**config.mk**
```make
export PLATFORM = sky130hd
export DESIGN_NAME = subbytes_seq
export DESIGN_NICKNAME = d
export VERILOG_FILES = /design/src/rtl/aes_pkg.sv /design/src/rtl/inv_sbox.sv /design/src/rtl/sbox.sv /design/src/rtl/subbytes_seq.sv
export SDC_FILE = /design/constraint.sdc
export NUM_CORES = 2
export LEC_CHECK = 0
export CAP_MARGIN = 15
export CORE_ASPECT_RATIO = 1.1
export CORE_MARGIN = 2
export CORE_UTILIZATION = 62
export DETAILED_ROUTE_END_ITERATION = 16
export PLACE_DENSITY = 0.81
export SYNTH_ARGS = -nofsm -noshare
export SYNTH_HDL_FRONTEND = slang
export SYNTH_SLANG_ARGS = --single-unit
```
**constraint.sdc**
```tcl
create_clock -name clk -period 27.8 [get_ports clk]
set_input_delay 8.34 -clock clk [delete_from_list [all_inputs] [get_ports clk]]
set_output_delay 8.34 -clock clk [all_outputs]
set_load 0.05 [all_outputs]
```
**src/rtl/aes_pkg.sv**
```systemverilog
// Shared AES definitions: control state encoding, state geometry and GF(2^8) helpers
// used by the forward and inverse S-box modules.
package aes_pkg;

  localparam int unsigned AES_STATE_W = 128;
  localparam int unsigned AES_BYTES   = 16;

  typedef enum logic [1:0] {
    IDLE,
    BUSY,
    DONE
  } aes_state_e;

  // Multiply in GF(2^8) modulo x^8 + x^4 + x^3 + x + 1.
  function automatic logic [7:0] gf_mul(input logic [7:0] a, input logic [7:0] b);
    logic [7:0] p;
    logic [7:0] x;
    logic [7:0] y;
    p = '0;
    x = a;
    y = b;
    for (int unsigned i = 0; i < 8; i++) begin
      if (y[0]) p = p ^ x;
      x = {x[6:0], 1'b0} ^ (x[7] ? 8'h1b : 8'h00);
      y = {1'b0, y[7:1]};
    end
    return p;
  endfunction

  // Multiplicative inverse as a^254; maps 0 to 0 as the S-box requires.
  function automatic logic [7:0] gf_inv(input logic [7:0] a);
    logic [7:0] r;
    logic [7:0] e;
    r = 8'h01;
    e = 8'hfe;
    for (int unsigned i = 0; i < 8; i++) begin
      r = gf_mul(r, r);
      if (e[7-i]) r = gf_mul(r, a);
    end
    return r;
  endfunction

  function automatic logic [7:0] rotl8(input logic [7:0] v, input int unsigned n);
    return (v << n) | (v >> (8 - n));
  endfunction

endpackage

```
**src/rtl/inv_sbox.sv**
```systemverilog
// Inverse AES S-box: inverse affine transform followed by the GF(2^8) inverse.
module inv_sbox
  import aes_pkg::*;
(
  input  logic [7:0] in_byte,
  output logic [7:0] out_byte
);

  logic [7:0] t;

  always_comb begin
    t        = rotl8(in_byte, 1) ^ rotl8(in_byte, 3) ^ rotl8(in_byte, 6) ^ 8'h05;
    out_byte = gf_inv(t);
  end

endmodule

```
**src/rtl/sbox.sv**
```systemverilog
// Forward AES S-box: GF(2^8) inverse followed by the affine transform.
module sbox
  import aes_pkg::*;
(
  input  logic [7:0] in_byte,
  output logic [7:0] out_byte
);

  logic [7:0] b;

  always_comb begin
    b        = gf_inv(in_byte);
    out_byte = b ^ rotl8(b, 1) ^ rotl8(b, 2) ^ rotl8(b, 3) ^ rotl8(b, 4) ^ 8'h63;
  end

endmodule

```
**src/rtl/subbytes_seq.sv**
```systemverilog
// Sequential SubBytes engine: LANES bytes per cycle, result held until taken.
// Optional inverse substitution is enabled with `define SUBBYTES_SEQ_INV_EN.
module subbytes_seq
  import aes_pkg::*;
#(
  parameter int unsigned LANES = 4
) (
  input  logic                   clk,
  input  logic                   rst,
  input  logic                   in_valid,
  output logic                   in_ready,
  input  logic [AES_STATE_W-1:0] in_data,
  input  logic                   inv,
  output logic                   out_valid,
  input  logic                   out_ready,
  output logic [AES_STATE_W-1:0] out_data
);

  localparam int unsigned CHUNKS = AES_BYTES / LANES;
  localparam int unsigned CNT_W  = (CHUNKS > 1) ? $clog2(CHUNKS) : 1;
  localparam logic [CNT_W-1:0] CNT_LAST = CNT_W'(CHUNKS - 1);

  aes_state_e             state_q, state_d;
  logic [CNT_W-1:0]       cnt_q, cnt_d;
  logic [AES_STATE_W-1:0] work_q, work_d;
  logic [AES_STATE_W-1:0] out_q, out_d;
  logic                   inv_q, inv_d;

  logic [7:0] lane_in  [LANES];
  logic [7:0] lane_out [LANES];

  // Lane l of chunk cnt is byte cnt*LANES+l, counted from the MSB end.
  always_comb begin
    int unsigned base;
    base = int'(cnt_q) * LANES;
    for (int unsigned l = 0; l < LANES; l++) begin
      lane_in[l] = work_q[AES_STATE_W-1-8*(base+l) -: 8];
    end
  end

  for (genvar l = 0; l < LANES; l++) begin : g_lane
    logic [7:0] fwd;
    sbox u_sbox (.in_byte(lane_in[l]), .out_byte(fwd));
`ifdef SUBBYTES_SEQ_INV_EN
    logic [7:0] rev;
    inv_sbox u_inv_sbox (.in_byte(lane_in[l]), .out_byte(rev));
    assign lane_out[l] = inv_q ? rev : fwd;
`else
    assign lane_out[l] = fwd;
`endif
  end

`ifndef SUBBYTES_SEQ_INV_EN
  logic unused_inv;
  assign unused_inv = inv_q;
`endif

  always_ff @(posedge clk) begin
    if (rst) begin
      state_q <= IDLE;
      cnt_q   <= '0;
      work_q  <= '0;
      out_q   <= '0;
      inv_q   <= 1'b0;
    end else begin
      state_q <= state_d;
      cnt_q   <= cnt_d;
      work_q  <= work_d;
      out_q   <= out_d;
      inv_q   <= inv_d;
    end
  end

  always_comb begin
    int unsigned base;
    state_d = state_q;
    cnt_d   = cnt_q;
    work_d  = work_q;
    out_d   = out_q;
    inv_d   = inv_q;
    base    = int'(cnt_q) * LANES;
    case (state_q)
      IDLE: begin
        if (in_valid) begin
          work_d  = in_data;
          cnt_d   = '0;
          inv_d   = inv;
          state_d = BUSY;
        end
      end
      BUSY: begin
        for (int unsigned l = 0; l < LANES; l++) begin
          out_d[AES_STATE_W-1-8*(base+l) -: 8] = lane_out[l];
        end
        if (cnt_q == CNT_LAST) begin
          cnt_d   = '0;
          state_d = DONE;
        end else begin
          cnt_d = cnt_q + CNT_W'(1);
        end
      end
      DONE: begin
        if (out_ready) state_d = IDLE;
      end
      default: state_d = IDLE;
    endcase
  end

  always_comb begin
    in_ready  = (state_q == IDLE);
    out_valid = (state_q == DONE);
    out_data  = out_q;
  end

endmodule

```
==> metrics.md <==
| Metric | Value |
|---|---|
| Outcome | finished, final reports clean |
| Count of flip-flops with a built-in enable after synthesis | 0 |
| Estimated wirelength of the detail-placed design | 144 mm |
| Deepest level of the CTS H-tree | 2 |
| Final WL | 205 mm |
| Routed vias/inst | between 6 and 7 |
| Die area | 113000 um^2 |
| Synth Area in Adders | less than 1% |
| Synthesized-area fraction occupied by xor and xnor cells | roughly 45% |
| Source of the worst register-to-register timing path | cnt_q[0] |
| Global placement routability congestion | 0.954 |
| Yosys warning count | 0 |
| Final Setup Violations | 0 |
| Number of routed nets with antenna violations | 0 |
| Residual DRC count | 0 |
| Max FO, Critical Path | 36 |
| Classification of the worst setup path | reg -> reg |
| Number of rows in the core area | roughly 130 |
| Path type of the worst min-delay path | reg -> reg |
| Vias in the first global route | between 50000 and 60000 |
| Kind of end point of the critical path | flip-flop |
| Worst path required time | about 28000 ps |
| First drt pass iteration count | 9 |
| Worst relative slew slack | 18.1% |
| Crit-path max cell delay | about 800 ps |
| Cell at the root of the clock tree | sky130_fd_sc_hd__clkbuf_16 |
| Clock-pin slew on the worst setup and hold paths | roughly 60 ps |
| Number of distinct standard cells referenced by the synthesized netlist | approximately 160 |
| Largest buffer count on any clock path | 3 |
| Clock tree from TritonCTS | done |
| Simple logic cell fraction of the synthesized area | between 10% and 20% |
| Vertical die dimension | about 350 um |
| Wire per inst | about 21 um |
| Share of cells above drive strength 1 | between 10% and 20% |
| Total clock buffers created by CTS | 34 |
| Most used DFF post-synth | sky130_fd_sc_hd__dfxtp_1 |
| Aggregate global-route resource usage | between 30% and 40% |
| CP arrival | approximately 27000 ps |
| Min Tclk post-route | about 26000 ps |
| Area fraction in compound gates after synthesis | 16.1% |
| First-pass GRT wire length | about 320 mm |
| Net total in the final layout | roughly 8300 |
| Iteration-0 DRC Markers | between 6000 and 7000 |
| Clock insertion delay at the later pin of the skew report | ~600 ps |
| Worst setup path startpoint | cnt_q[0] |
| Number of antenna violations at the first check in global routing | 4 |
| Critical path's most frequent cell | sky130_fd_sc_hd__xnor2_1 |
| Starting Density | 62.3% |
| Area of the core | about 110000 um^2 |
| Post-route clock skew | 50.6 ps |
| Startpoint of the tightest hold check path | out_data[94] |
| Layout Area Growth over Synthesis | 5.06% |
| Startpoint Class | flip-flop |
| Maximum clock frequency | 37.8 MHz |
| Post-synthesis sequential area ratio | roughly 7.6% |
| Port bufs | between 200 and 300 |
| Post-synth design cell area | approximately 69000 um^2 |
| Max-slew violation count | 0 |
| Proportion of synthesized area in mux cells | 6.16% |
| Die width | about 320 um |
| Max-capacitance violation count | 0 |
| Post-Syn Nets | roughly 8300 |
| I/O pins | approximately 260 |
| Seq cells post-synth | 260 |
| Remaining global-route overflow | 0 |
| Overall via count from detail_route | around 62000 |
| Number of standard cells after synthesis | about 8200 |
| Highest-delay cell along the critical path | sky130_fd_sc_hd__xnor2_1 |
| Cts hold-fix bufs | 0 |
| Synthesized area per cell | around 8.4 um^2 |
| Dominant combinational cell family by area after synthesis | XOR/XNOR gates |
| Pin count of the biggest net entering global routing | between 100 and 150 |
| Setup repair after global routing missed its margin | no |
| Number of hold violations in the final report | 0 |
| Total negative slack | 0 ps |
| Final Cycle Share | 95.2% |
| Share of async-settable or async-resettable flops after synthesis | 0% |
| Actual slew at the worst max-slew pin | 1230 ps |
| Sinks on Clock Net | 260 |
## repair_timing
item / 4_1_cts / 5_1_grt
gates resized for setup: 0 / 25
setup buffers: 0 / 2
endpoints found under the setup margin: 0 / 128
endpoints found under the hold margin: 0 / 0
## kinds of logic after synthesis
logic type	Yosys count
xor+xnor	2479
fa+ha+maj	32
flops	260
buf+inv	687
compound gates	1561
simple gates	2781
mux	374
## state kept, by name, summed over array words and instances (netlist names)
signal	cells
cnt_q	2
out_data	128
state_q	2
work_q	128
## worst max-delay path, delay by kind of cell (launching register included)
kind / cells / cell delay, ps
AOI/OAI and AO/OA: 6 / 1280
xor gates and xnor gates: 40 / 15360
adders and majority gates: 6 / 2660
buffers and inverters: 11 / 2250
DFF: 1 / 670
muxes: 2 / 840
and+or+nand+nor: 15 / 3240
## cells in the final DEF (no fill, tap or decap), drive strengths merged, types with 59 or more instances in the layout
cell / netlist / final
a211oi: 66 / 66
a21oi: 412 / 412
a22o: 128 / 128
a22oi: 70 / 70
and2: 65 / 65
buf: 232 / 200
clkdlybuf4s50: 0 / 260
dfxtp: 260 / 260
inv: 94 / 101
mux2: 77 / 77
mux2i: 272 / 272
nand2: 1161 / 1161
nand2b: 59 / 59
nand3: 179 / 179
nor2: 821 / 821
nor3: 174 / 174
o21ai: 265 / 265
o22ai: 80 / 80
xnor2: 1399 / 1399
xnor3: 448 / 448
xor2: 557 / 557
xor3: 75 / 75
## layout make-up
type | count | area, um^2
Fill cell | 9041 | 38100
Clock buffer | 42 | 941
Clock inverter | 16 | 184
Timing Repair Buffer | 460 | 4150
Tap cell | 1430 | 1790
Multi-Input combinational cell | 7227 | 59400
Antenna cell | 1 | 2.50
Inverter | 103 | 394
Sequential cell | 260 | 5210
## metrics by stage
step / hold WS (ps) / util (%) / setup WS, ps / instance area [um^2] / instances
final: 448 / 65.4 / 1320 / 72100 / 9539
after global routing: 478 / 65.4 / 20.8 / 72100 / 9539
after CTS: 449 / 65.3 / 757 / 71900 / 9534
after detailed placement: 441 / 64.2 / 902 / 70800 / 9476
after global placement: 435 / 64.2 / 1530 / 70800 / 9476
after floorplan: 433 / - / 3470 / 68600 / 8174
## Yosys cell counts (all sizes together) (174+ instances only)
cell / instances / share of area (%)
mux2i: 272 / 4.0
clkbuf: 352 / 3.4
o21ai: 265 / 2.0
xnor2: 1399 / 20
xnor3: 448 / 15
buf: 232 / 2.3
nand2: 1161 / 6.4
nor3: 174 / 1.3
xor2: 557 / 7.8
a21oi: 412 / 3.1
dfxtp: 260 / 7.6
nand3: 179 / 1.3
nor2: 821 / 4.6
## routing by layer
layer	up-vias	share of wire [%]	track usage [%]
met5	-	0.0063	0
met4	2	5.2	16.9
met3	640	10	6.21
met2	3303	46	56.3
met1	29367	39	43.7
li1	28205	-	-
## path summary, 6_finish.rpt
check                      end  depth (start not counted)  slack (ps)
setup / recovery  out_data[23]                         80        1320
hold / removal    out_data[94]                          2         450
setup reg to reg  out_data[23]                         80        1320
hold reg to reg   out_data[94]                          2         450
Power is left out: the tool's default activity adds up to more than one toggle a clock period on the data nets, which glitch-free logic cannot reach.
